**config.mk**
```make
export PLATFORM = sky130hd
export DESIGN_NAME = seq_shifter_32
export DESIGN_NICKNAME = d
export VERILOG_FILES = /design/src/rtl/seq_shifter_32.sv
export SDC_FILE = /design/constraint.sdc
export NUM_CORES = 1
export LEC_CHECK = 0
export ABC_AREA = 1
export CORE_MARGIN = 2
export CORE_UTILIZATION = 42
export CTS_BUF_LIST = sky130_fd_sc_hd__clkbuf_8 sky130_fd_sc_hd__clkbuf_16
export DETAILED_ROUTE_END_ITERATION = 10
export HOLD_SLACK_MARGIN = 0.15
export PLACE_DENSITY = 0.82
export SYNTH_ARGS = -nofsm -noshare
export SYNTH_HDL_FRONTEND = slang
export SYNTH_SLANG_ARGS = --single-unit
```
**constraint.sdc**
```tcl
create_clock -name clk -period 1.3 [get_ports clk]
set_input_delay 0.26 -clock clk [delete_from_list [all_inputs] [get_ports clk]]
set_output_delay 0.26 -clock clk [all_outputs]
set_load 0.05 [all_outputs]
```
**src/rtl/seq_shifter_32.sv**
```systemverilog
// rtl/seq_shifter_32.sv - one-bit-per-cycle 32-bit barrel replacement shifter
module seq_shifter_32 (
  input  logic        clk,
  input  logic        rst_n,
  input  logic        start,
  input  logic [31:0] a,
  input  logic [4:0]  shamt,
  input  logic        dir,
  input  logic        arith,
  output logic [31:0] out,
  output logic        busy,
  output logic        done
);

  typedef enum logic [1:0] {
    IDLE  = 2'd0,
    SHIFT = 2'd1,
    DONE  = 2'd2
  } state_t;

  state_t      state;
  state_t      state_nxt;
  logic [31:0] work_q;
  logic [4:0]  cnt_q;
  logic        dir_q;
  logic        arith_q;
  logic        accept;
  logic [31:0] step;

  // A request is only taken while idle; start in SHIFT/DONE is dropped.
  assign accept = (state == IDLE) && start;

  // One-bit shift of the working register using the latched controls.
  always_comb begin
    step = work_q;
    if (dir_q) begin
      step = {work_q[30:0], 1'b0};
    end else begin
      step = {(arith_q & work_q[31]), work_q[31:1]};
    end
  end

  // State register.
  always_ff @(posedge clk or negedge rst_n) begin
    if (!rst_n) begin
      state <= IDLE;
    end else begin
      state <= state_nxt;
    end
  end

  // Next-state logic; a zero-length request goes straight to DONE.
  always_comb begin
    state_nxt = state;
    case (state)
      IDLE: begin
        if (start) begin
          state_nxt = (shamt == 5'd0) ? DONE : SHIFT;
        end
      end
      SHIFT: begin
        if (cnt_q == 5'd1) begin
          state_nxt = DONE;
        end
      end
      DONE:    state_nxt = IDLE;
      default: state_nxt = IDLE;
    endcase
  end

  // Working register, counter and latched controls.
  always_ff @(posedge clk or negedge rst_n) begin
    if (!rst_n) begin
      work_q  <= 32'h0000_0000;
      cnt_q   <= 5'd0;
      dir_q   <= 1'b0;
      arith_q <= 1'b0;
    end else if (accept) begin
      work_q  <= a;
      cnt_q   <= shamt;
      dir_q   <= dir;
      arith_q <= arith;
    end else if (state == SHIFT) begin
      work_q <= step;
      cnt_q  <= cnt_q - 5'd1;
    end
  end

  // Outputs decode only registered state, so no input reaches an output.
  always_comb begin
    out  = work_q;
    busy = (state == SHIFT) || (state == DONE);
    done = (state == DONE);
  end

endmodule

```
* Word-level counts from Yosys, hierarchy flattened *
Index checks and enable logic that the tools add are counted.

storage, ports and cells
  register bits = 41
  logic and storage cells = 27

operators by class
  muxes and demuxes = 9
  eq/ne operators = 5
  bitwise logic cells = 1
  $add $sub $neg = 1
  reduce and logical (&&, ||, !) cells = 6

operators with widths
  cell                                                                number
  32-bit two-way mux                                                  3
  5-bit two-way mux                                                   2
  2-bit two-way mux                                                   3
  5-bit by 1-bit == test with 1-bit output, second input constant     1
  5-bit logical NOT                                                   1
  5-bit by 1-bit subtractor with 5-bit output, second input constant  1
  2-bit inequality test, second input constant                        2
  2-bit case mux with 2 select lines                                  1
  2-bit by 1-bit == test with 1-bit output, second input constant     1
  2-bit == test, second input constant                                1
  2-bit logical NOT                                                   1
  2-bit AND reduction                                                 1
  2-bit nonzero test                                                  1
  1-bit bitwise AND                                                   1
  1-bit logical AND                                                   1
  1-bit logical OR                                                    1

* Depth between registers and ports, before layout *
Gate-level depths: netlist of the first run.

  depth in word-level cells = 4
  mapped depth = 9
  depth with buffers taken out = 9

* Worst setup path before layout of the first run *
No wires, ideal clock.

  path type = reg-to-reg
  start point = register state[0]
  end point = register work_q[30] (netlist: out[30])
  data arrival time = 1.157 ns
  clock period less this slack = 1.284 ns
  path buffers = 1
  stages on the path, launching flop included = 9
  path slack = 0.016 ns
  required time = 1.172 ns
  cell sequence = dfrtp_1 -> inv_1 -> ha_1 -> nand2_4 -> clkbuf_2 -> nand3_1 -> nand3_1 -> nand2_1 -> o21ai_0

on the way
  cells in the longest elaborated chain, start to end = 3
  elaborated cells between the ends (all ways) = 5
  those cells by class = eq/ne (1); mux (1); reduce/logical (3)

RTL lines
  item                                                             RTL line  text
  start: declaration                                               21        state_t state;
  start signal: assignment                                         48        state <= state_nxt;
  2-bit logical NOT                                                31        assign accept = (state == IDLE) && start;
  1-bit logical AND                                                31
  32-bit two-way mux / 2-bit nonzero test (equally long branches)  --
  end signal: assignment                                           84        work_q <= step;
  end: declaration                                                 23        logic [31:0] work_q;

Parallel ways exist; a longest one is shown, timed or not.
A chain may end at the register's enable or synchronous reset.

* Worst setup path in the final report of the first run *
  start point = register state[0]
  end point = register work_q[28] (netlist: out[28])

The elaborated chain is that of the path after synthesis.

==> summary.md, run 1 <==
| Metric | Value |
|---|---|
| Status | finished, violations left |
| Failing checks | setup timing |
| Setup tns final | -1.82 ns |
| Syn Area/Cell | 7.44 um2 |
| Final Skew | ~0.012 ns |
| Final Slew Violations | 0 |
| Tmin final | between 1 and 1.5 ns |
| Net Count, Synth | 369 |
| Die footprint | 6320 um2 |
| Share of cells above drive strength 1 | 0.246 |
| EDFF count, synth | 0 |
| Worst R2R Start | state[0]$_DFFE_PN0P_ |
| Initial Utilization | 0.435 |
| First-pass iteration count of the detailed router | 6 |
| H-tree lvl count | 2 |
| Slew margin rel. | 0.711 |
| Chip width | 79.5 um |
| # rows | 27 |
| Worst Path Required | between 1 and 1.5 ns |
| Max-cap violations | 0 |
| Largest area contributor in the netlist | dfrtp_1 |
| Sequential share of the synthesized area | 0.428 |
| Congestion Overflow GR | 0 |
| Nets | 465 |
| Critical path's largest stage delay | 0.41 ns |
| Worst hold path class | input port to asynchronous set/reset pin |
| Critical path class | flip-flop to flip-flop |
| Worst setup SP type | flip-flop |
| Slew @ Worst Pin | between 0.4 and 0.5 ns |
| WP data arrival | approximately 1.6 ns |
| CTS Buffer Depth | 2 |
| Peak Freq | 0.702 GHz |
| Pin count of the biggest net entering global routing | 32 |
| CTS tree | yes |
| Synth top area share | 0.428 |
| I/O pin count | 76 |
| Count leader, synth | nand2_1 |
| Clk root buf | clkbuf_8 |
| P per Cell Area | around 3100 nW/um2 |
| Layout area overhead | 73.6% |
| Antenna diodes | 0 |
| First-pass GRT wire length | 11500 um |
| CORE AREA | between 5000 and 6000 um2 |
| Final wirelength | 8000 um |
| RePlAce Congestion | between 0.9 and 1 |
| Post-Layout Inst Area | 4160 um2 |
| Register bit total from synthesis | a little over 40 |
| # setup viols final | 35 |
| Vias | 2705 |
| Synth area leaders | dfrtp_1, nand2_1, o21ai_0 |
| RSZ-0062 raised after global routing | yes |
| Crit. End Element | flip-flop |
| Inst Count DP | 471 |
| Clock Latency Late Sink | 0.30 ns |
| Maximum VDD drop | ~2.4 mV |
| Port Buffers | 75 |
| Place WS | -0.257 ns |
| Drt wl/cell | 16.3 um |
| Vias in the first global route | 2432 |
| Synth Cell Area | ~2400 um2 |
| GRT Resource Usage Total | 0.230 |
| Vias/cell | 5.51 |
| Cell count after synthesis | roughly 320 |
| Yosys warnings | 0 |
| Final Hold Viols | 0 |
| Top post-synthesis cells by count | nand2_1, dfrtp_1, inv_1, o21ai_0, o211ai_1 |
| Final setup margin | -0.125 ns |
| Worst-path clk slew | around 0.090 ns |
| Die Span Y | 79.5 um |
| DR DRC count | 0 |
| Initial antenna violation count | 0 |
| Async SR Flop Fraction | 1.00 |
| Final cell count without fillers | 491 |
| Post-synthesis cell type count | 22 |
| CP Max Fanout | 4 |
| Total CTS buffers | 5 |
| Ys flop type | dfrtp_1 |
| CP cell instances | inv_2 > ha_4 > nand2_4 > clkbuf_16 > o21ai_0 > o22ai_1 |
| Final ANT Viol Nets | 0 |
| Initial DRC Count | 304 |
| Slowest-stage cell, CP | dfrtp_1 |
| Hpwl dp | 4850 um |
| Clock Sinks | 41 |
| Post-DP Area | 3680 um2 |
| Fin crit share | 1.10 |
| CP startpoint | state[0]$_DFFE_PN0P_ |
| Leakage Power | 1.89 nW |
-- final timing paths --
kind / end / slack, ns / cells past startpoint
max: out[28]$_DFFE_PN0P_ / -0.12 / 6
max reg2reg: out[28]$_DFFE_PN0P_ / -0.12 / 6
max in group asynchronous: out[26]$_DFFE_PN0P_ / 0.44 / 3
min: out[8]$_DFFE_PN0P_ / 0.42 / 2
min in group clk: arith_q$_DFFE_PN0P_ / 0.49 / 2
min reg2reg: arith_q$_DFFE_PN0P_ / 0.49 / 2
-- sequential cells by signal (all words and copies together), names as in the netlist --
| signal | count |
|---|---|
| arith_q | 1 |
| cnt_q | 5 |
| dir_q | 1 |
| out | 32 |
| state | 2 |
-- repair_timing --
item                       CTS  global route
cloned                       1             5
hold buffers                 1             0
setup endpoints to repair   40            41
hold endpoints to repair    13             0
resized for setup           13            48
pin swaps                    3            14
buffers inserted             1             4
-- metal layers --
metal,up-vias,part of all wire,global-route usage
li1,1248,-,-
met3,30,0.088,0.0441
met2,168,0.50,0.379
met5,-,0,0
met4,0,0.027,0.0690
met1,1259,0.38,0.307
-- cell families after synthesis --
logic type / Yosys count / share of synthesized area
compound gates: 83 / 0.201
fa+ha+maj: 5 / 0.0261
buf+inv: 63 / 0.124
flops: 41 / 0.428
simple gates: 130 / 0.220
-- stage by stage --
step,power (mW),hold slack [ns],utilization
final,13.0,0.421,0.755
after global routing,13.7,0.439,0.755
after CTS,11.9,0.427,0.708
after detailed placement,10.5,0.215,0.669
after global placement,10.4,0.210,0.669
after floorplan,6.98,-0.0356,-
-- power by group --
part / switching [mW] / total [mW] / internal [mW]
registers: 0.779 / 2.69 / 1.92
clock network: 0.475 / 1.09 / 0.619
logic: 4.94 / 9.20 / 4.26
total: 6.20 / 13.0 / 6.79
-- worst max-delay path, delay by kind of cell, from the launching register on --
family	cells	cell delay, ns
fa+ha+maj	1	0.21
buf+inv	2	0.29
simple gates	1	0.12
flops	1	0.41
compound gates	2	0.29
-- final cells by class --
type | count | area, um2
clock buffers | 6 | 82.6
clock inverters | 2 | 33.8
fillers | 330 | 1350
inverters | 45 | 199
multi-input cells | 220 | 1210
flip-flops and latches | 41 | 1030
well taps | 72 | 90.1
repair buffers | 105 | 1510
-- cell usage in the layout, fill, tap and decap left out, types with 2 or more instances in the layout --
master            n
clkdlybuf4s50_1  39
o21ai_2           4
dfrtp_1          41
buf_8             2
ha_4              3
o21ai_0          19
nand2_8           3
o22ai_1          15
ha_1              2
nor2_1            8
buf_4            11
inv_1            38
inv_4             2
o21ai_1          12
nor2_2            2
inv_2             3
clkbuf_16         3
nand3_1          11
buf_6             5
nand2_2           5
nand2_1          96
clkbuf_8          6
a21oi_1          15
buf_12           41
o211ai_1         17
nand3_2           3
nand2_4           3
Power figures use the tool's default switching activity.
==> inputs of run 2 (changes only) <==
Settings changed: SKIP_CTS_REPAIR_TIMING set to 1.
==> summary.md, run 2 (same netlist as run 1, synthesis figures left out) <==
| Metric | Value |
|---|---|
| Clk root buf | clkbuf_8 |
| Most common cell after layout, fill and taps aside | nand2_1 |
| Worst R2R Start | state[1]$_DFFE_PN0P_ |
| Share of cells above drive strength 1 | 0.263 |
| Port Buffers | 75 |
| Final wirelength | 7930 um |
| Slowest-stage cell, CP | dfrtp_1 |
| I/O pin count | 76 |
| Crit. End Element | primary output |
| Layout area overhead | 74.3% |
| Worst-path clk slew | 0.08 ns |
| CTS Buffer Depth | 2 |
| Maximum VDD drop | 2.46 mV |
| Critical path's largest stage delay | around 0.4 ns |
| First-pass GRT wire length | 10900 um |
| Clock Latency Late Sink | 0.30 ns |
| # setup viols final | 34 |
| Top Usage Layer GRT | met2 |
| First-pass iteration count of the detailed router | 5 |
| Hpwl dp | about 4900 um |
| Failing checks | setup timing |
| FILL cells | approximately 340 |
| Status | finished, violations left |
| R2r setup slk | -0.09 ns |
| H-tree lvl count | 2 |
| Met3 GRT Util | 0.0464 |
| DR DRC count | 0 |
| Worst Path Required | 1.04 ns |
| Congestion Overflow GR | 0 |
| Die Span Y | 79.5 um |
| Final setup margin | -0.135 ns |
| Pwr Total | 13.0 mW |
| Most frequent cells in the layout | nand2_1, dfrtp_1, buf_12, clkdlybuf4s50_1, inv_1 |
| Final ANT Viol Nets | 0 |
| Die footprint | 6320 um2 |
| Final Hold Viols | 0 |
| Vias/cell | approximately 5.6 |
| Max FFs per register | 32 |
| Slew @ Worst Pin | 0.450 ns |
| Chip width | 79.5 um |
| Initial DRC Count | 259 |
| Total CTS buffers | 5 |
| GRT Resource Usage Total | 0.217 |
| GR Layer Usage met2 | 0.355 |
| Sequential cell area | just over 1000 um2 |
| Peak Freq | 0.697 GHz |
| CORE AREA | 5510 um2 |
| Fin crit share | 1.10 |
| Worst hold path class | input port to asynchronous set/reset pin |
| RSZ-0062 raised after global routing | yes |
| R2R depth | 8 |
| Levels on crit path | 4 |
| Tmin final | 1.43 ns |
| Antenna diodes | 0 |
| RR Endpoint | out[31]$_DFFE_PN0P_ |
| P per Cell Area | 3120 nW/um2 |
| CP Buf/Inv Count | 3 |
| CP startpoint | state[0]$_DFFE_PN0P_ |
| Slew margin rel. | 0.700 |
| Critical path class | flip-flop to primary output |
| Initial Utilization | 0.435 |
| Worst path top cell family by delay | flip-flops |
| Vias | 2736 |
| Final Skew | 0.00900 ns |
| Clock Sinks | 41 |
| CP cell instances | inv_2 > buf_6 > ha_4 > buf_12 |
| CTS tree | yes |
| RePlAce Congestion | 0.936 |
| Leakage Power | 1.88 nW |
| CP Max Fanout | 3 |
| Vias in the first global route | 2402 |
| Footprint of the multi-input gates | 1260 um2 |
| Setup tns final | -1.68 ns |
| # rows | 27 |
| Max-cap violations | 0 |
| Worst setup SP type | flip-flop |
| Final Slew Violations | 0 |
| WP data arrival | 1.17 ns |
| Nets | about 460 |
| Grt met1 use | 0.285 |
| Drt wl/cell | 16.2 um |
| Pin count of the biggest net entering global routing | 32 |
| Initial antenna violation count | 0 |
-- run 2: cell count changes in the layout (fill, tap and decap cells not counted), moves of 3 or more --
cell     delta
a21oi_1     -9
o21ai_2     +3
a21oi_2     +7
buf_6       -3
-- run 2: power breakdown --
part | leakage [nW] | switching [mW] | internal [mW] | total, mW
clock | 0.0626 | 0.450 | 0.619 | 1.07
combinational | 1.31 | 5.02 | 4.24 | 9.25
sequential | 0.506 | 0.766 | 1.92 | 2.68
total | 1.88 | 6.23 | 6.77 | 13.0
-- run 2: worst max-delay path by stage --
stage                                     end  slack (ns)
final                                    done       -0.13
after global routing                     done       -0.17
after CTS                                done       -0.22
after detailed placement  out[12]$_DFFE_PN0P_       -0.26
after global placement    out[13]$_DFFE_PN0P_       -0.19
after floorplan           out[30]$_DFFE_PN0P_        0.02
-- run 2: worst reg2reg max path, cell delays in order (launching register included) --
cell and delay, ns:
dfrtp_1 0.41, inv_2 0.11, ha_4 0.20, nand2_8 0.11, buf_8 0.18, nand2_4 0.06, o21ai_2 0.06, nor2_1 0.10
nor2_1 0.06
-- run 2: routing by layer --
layer  up-vias  part of all wire
met1      1297              0.38
met3        19             0.086
met5         -                 0
li1       1250                 -
met4         0             0.018
met2       170              0.51
-- run 2: stage by stage --
stage / std cells / instance area [um2] / worst slack, ns / utilization / hold slack (ns)
2_1_floorplan: 322 / 2390 / 0.0159 / - / -0.0356
3_3_place_gp: 471 / 3680 / -0.192 / 0.669 / 0.210
3_5_place_dp: 471 / 3680 / -0.257 / 0.669 / 0.215
4_1_cts: 479 / 3800 / -0.224 / 0.690 / -0.105
5_1_grt: 490 / 4170 / -0.170 / 0.758 / 0.444
6_report: 490 / 4170 / -0.135 / 0.758 / 0.433
-- run 2: area by class of cell --
type,instances,area share
Multi-Input combinational cell,220,0.301
Timing Repair Buffer,103,0.354
Sequential cell,41,0.246
Inverter,45,0.0471
Tap cell,72,0.0216
Clock buffer,6,0.0198
Clock inverter,2,0.00809
Timing Repair inverter,1,0.00210
==> inputs of run 3 (changes only) <==
Settings changed: GPL_TIMING_DRIVEN set to 0.
==> summary.md, run 3 (same netlist as run 1, synthesis figures left out) <==
| Metric | Value |
|---|---|
| Critical path's largest stage delay | 0.42 ns |
| CP Max Fanout | 3 |
| Hold WS | 0.399 ns |
| Worst path top cell family by delay | flip-flops |
| Crit. End Element | primary output |
| CORE AREA | 5510 um2 |
| Place WS | -0.451 ns |
| Clk root buf | clkbuf_8 |
| # setup viols final | 40 |
| Failing checks | setup timing |
| Chip width | 79.5 um |
| Worst hold path class | input port to asynchronous set/reset pin |
| Final ANT Viol Nets | 0 |
| Pin count of the biggest net entering global routing | 28 |
| Tmin final | 1.46 ns |
| Clock Latency Late Sink | 0.30 ns |
| Total CTS buffers | 5 |
| WP data arrival | 1.20 ns |
| Vias/cell | 5.44 |
| Initial DRC Count | 196 |
| Initial antenna violation count | 0 |
| Critical path class | flip-flop to primary output |
| Antenna diodes | 0 |
| Most common cell after layout, fill and taps aside | nand2_1 |
| Final Slew Violations | 0 |
| Slew margin rel. | 0.716 |
| P per Cell Area | 3040 nW/um2 |
| H-tree lvl count | 2 |
| # rows | 27 |
| Final Skew | about 0.0042 ns |
| Layout area overhead | 46.9% |
| CTS tree | yes |
| Max-cap violations | 0 |
| Maximum VDD drop | between 2 and 2.5 mV |
| Post-Layout Inst Area | 3520 um2 |
| Worst-path clk slew | 0.08 ns |
| CP Buf/Inv Count | 2 |
| FILL cells | roughly 460 |
| Worst R2R Start | state[1]$_DFFE_PN0P_ |
| R2r setup slk | -0.11 ns |
| Die Span Y | about 80 um |
| First-pass iteration count of the detailed router | 7 |
| GRT Resource Usage Total | 0.229 |
| Worst Path Required | 1.04 ns |
| Port Buffers | 75 |
| CP cell instances | inv_2 > ha_4 > buf_8 |
| R2R depth | 6 |
| Slew @ Worst Pin | approximately 0.43 ns |
| First-pass GRT wire length | 11200 um |
| Vias | 2642 |
| Vias in the first global route | 2392 |
| Die footprint | 6320 um2 |
| Worst setup SP type | flip-flop |
| Status | finished, violations left |
| Nets | 460 |
| Most frequent cells in the layout | nand2_1, dfrtp_1, clkdlybuf4s50_1, inv_1, clkbuf_2 |
| Fin crit share | 1.12 |
| Hpwl dp | 5090 um |
| RSZ-0062 raised after global routing | yes |
| Max FFs per register | 32 |
| I/O pin count | 76 |
| Clock Sinks | 41 |
| Final Hold Viols | 0 |
| Initial Utilization | 0.435 |
| Post-DP Area | roughly 3300 um2 |
| DR DRC count | 0 |
| Peak Freq | around 0.69 GHz |
| Slowest-stage cell, CP | dfrtp_1 |
| Final setup margin | -0.156 ns |
| RePlAce Congestion | 0.865 |
| Leakage Power | ~1.7 nW |
| CTS Buffer Depth | 2 |
| Congestion Overflow GR | 0 |
| Share of cells above drive strength 1 | 0.246 |
| Drt wl/cell | 15.5 um |
| RR Endpoint | out[24]$_DFFE_PN0P_ |
| Final wirelength | about 7500 um |
run 3: cell types whose count changed in the layout (fill, tap and decap cells not counted), moves of 3 or more:
cell,delta
buf_12,-40
clkbuf_2,+31
a21oi_1,+6
a21oi_2,-5
buf_6,+4
nand2_4,-4
o22ai_1,-3
o22ai_2,+3
run 3: per-stage QoR:
stage               total power [mW]  utilization  setup TNS [ns]  instances
floorplan                       6.98            -               0        322
global placement                8.84        0.588          -57.49        469
detailed placement              9.01        0.590          -12.49        470
CTS                             9.96        0.609          -21.59        478
global route                    11.3        0.639           -5.13        486
finish                          10.7        0.639           -2.84        486
run 3: final cells by class:
| class | instances | area [um2] | share of cell area |
|---|---|---|---|
| buffer | 18 | 173 | 0.0491 |
| clock buffer | 7 | 96.3 | 0.0274 |
| clock inverter | 1 | 5.00 | 0.00142 |
| inverter | 45 | 189 | 0.0537 |
| multi-input combinational | 218 | 1210 | 0.344 |
| sequential | 41 | 1030 | 0.292 |
| tap | 72 | 90.1 | 0.0256 |
| timing repair buffer | 84 | 727 | 0.207 |
run 3: report_power, final:
part / total [mW] / leakage [nW] / switching [mW] / internal [mW]
Combinational: 7.33 / 1.09 / 4.86 / 2.48
Sequential: 2.38 / 0.506 / 0.464 / 1.92
Clock: 0.963 / 0.0542 / 0.482 / 0.481
Total: 10.7 / 1.65 / 5.80 / 4.87
run 3: worst max-delay path by stage:
| stage | start | to | slack, ns | cells past startpoint |
|---|---|---|---|---|
| global route | state[1]$_DFFE_PN0P_ | out[31]$_DFFE_PN0P_ | -0.19 | 9 |
| finish | state[0]$_DFFE_PN0P_ | busy | -0.16 | 3 |
| floorplan | state[0]$_DFFE_PN0P_ | out[30]$_DFFE_PN0P_ | 0.02 | 8 |
| global placement | rst_n | out[7]$_DFFE_PN0P_ | -1.11 | 1 |
| detailed placement | state[0]$_DFFE_PN0P_ | busy | -0.45 | 3 |
| CTS | state[0]$_DFFE_PN0P_ | busy | -0.80 | 3 |
run 3: routing by layer:
layer,global-route usage,vias to the layer above,share of wire
met5,0,-,0
li1,-,1229,-
met4,0.0793,0,0.021
met1,0.297,1249,0.41
met3,0.0475,18,0.080
met2,0.377,146,0.49
run 3: worst reg2reg max path, stage by stage, from the launching register on:
cell and delay, ns:
dfrtp_1 0.42, inv_2 0.11, ha_4 0.18, nand2_8 0.11, buf_4 0.21, o21ai_0 0.16, o22ai_1 0.10
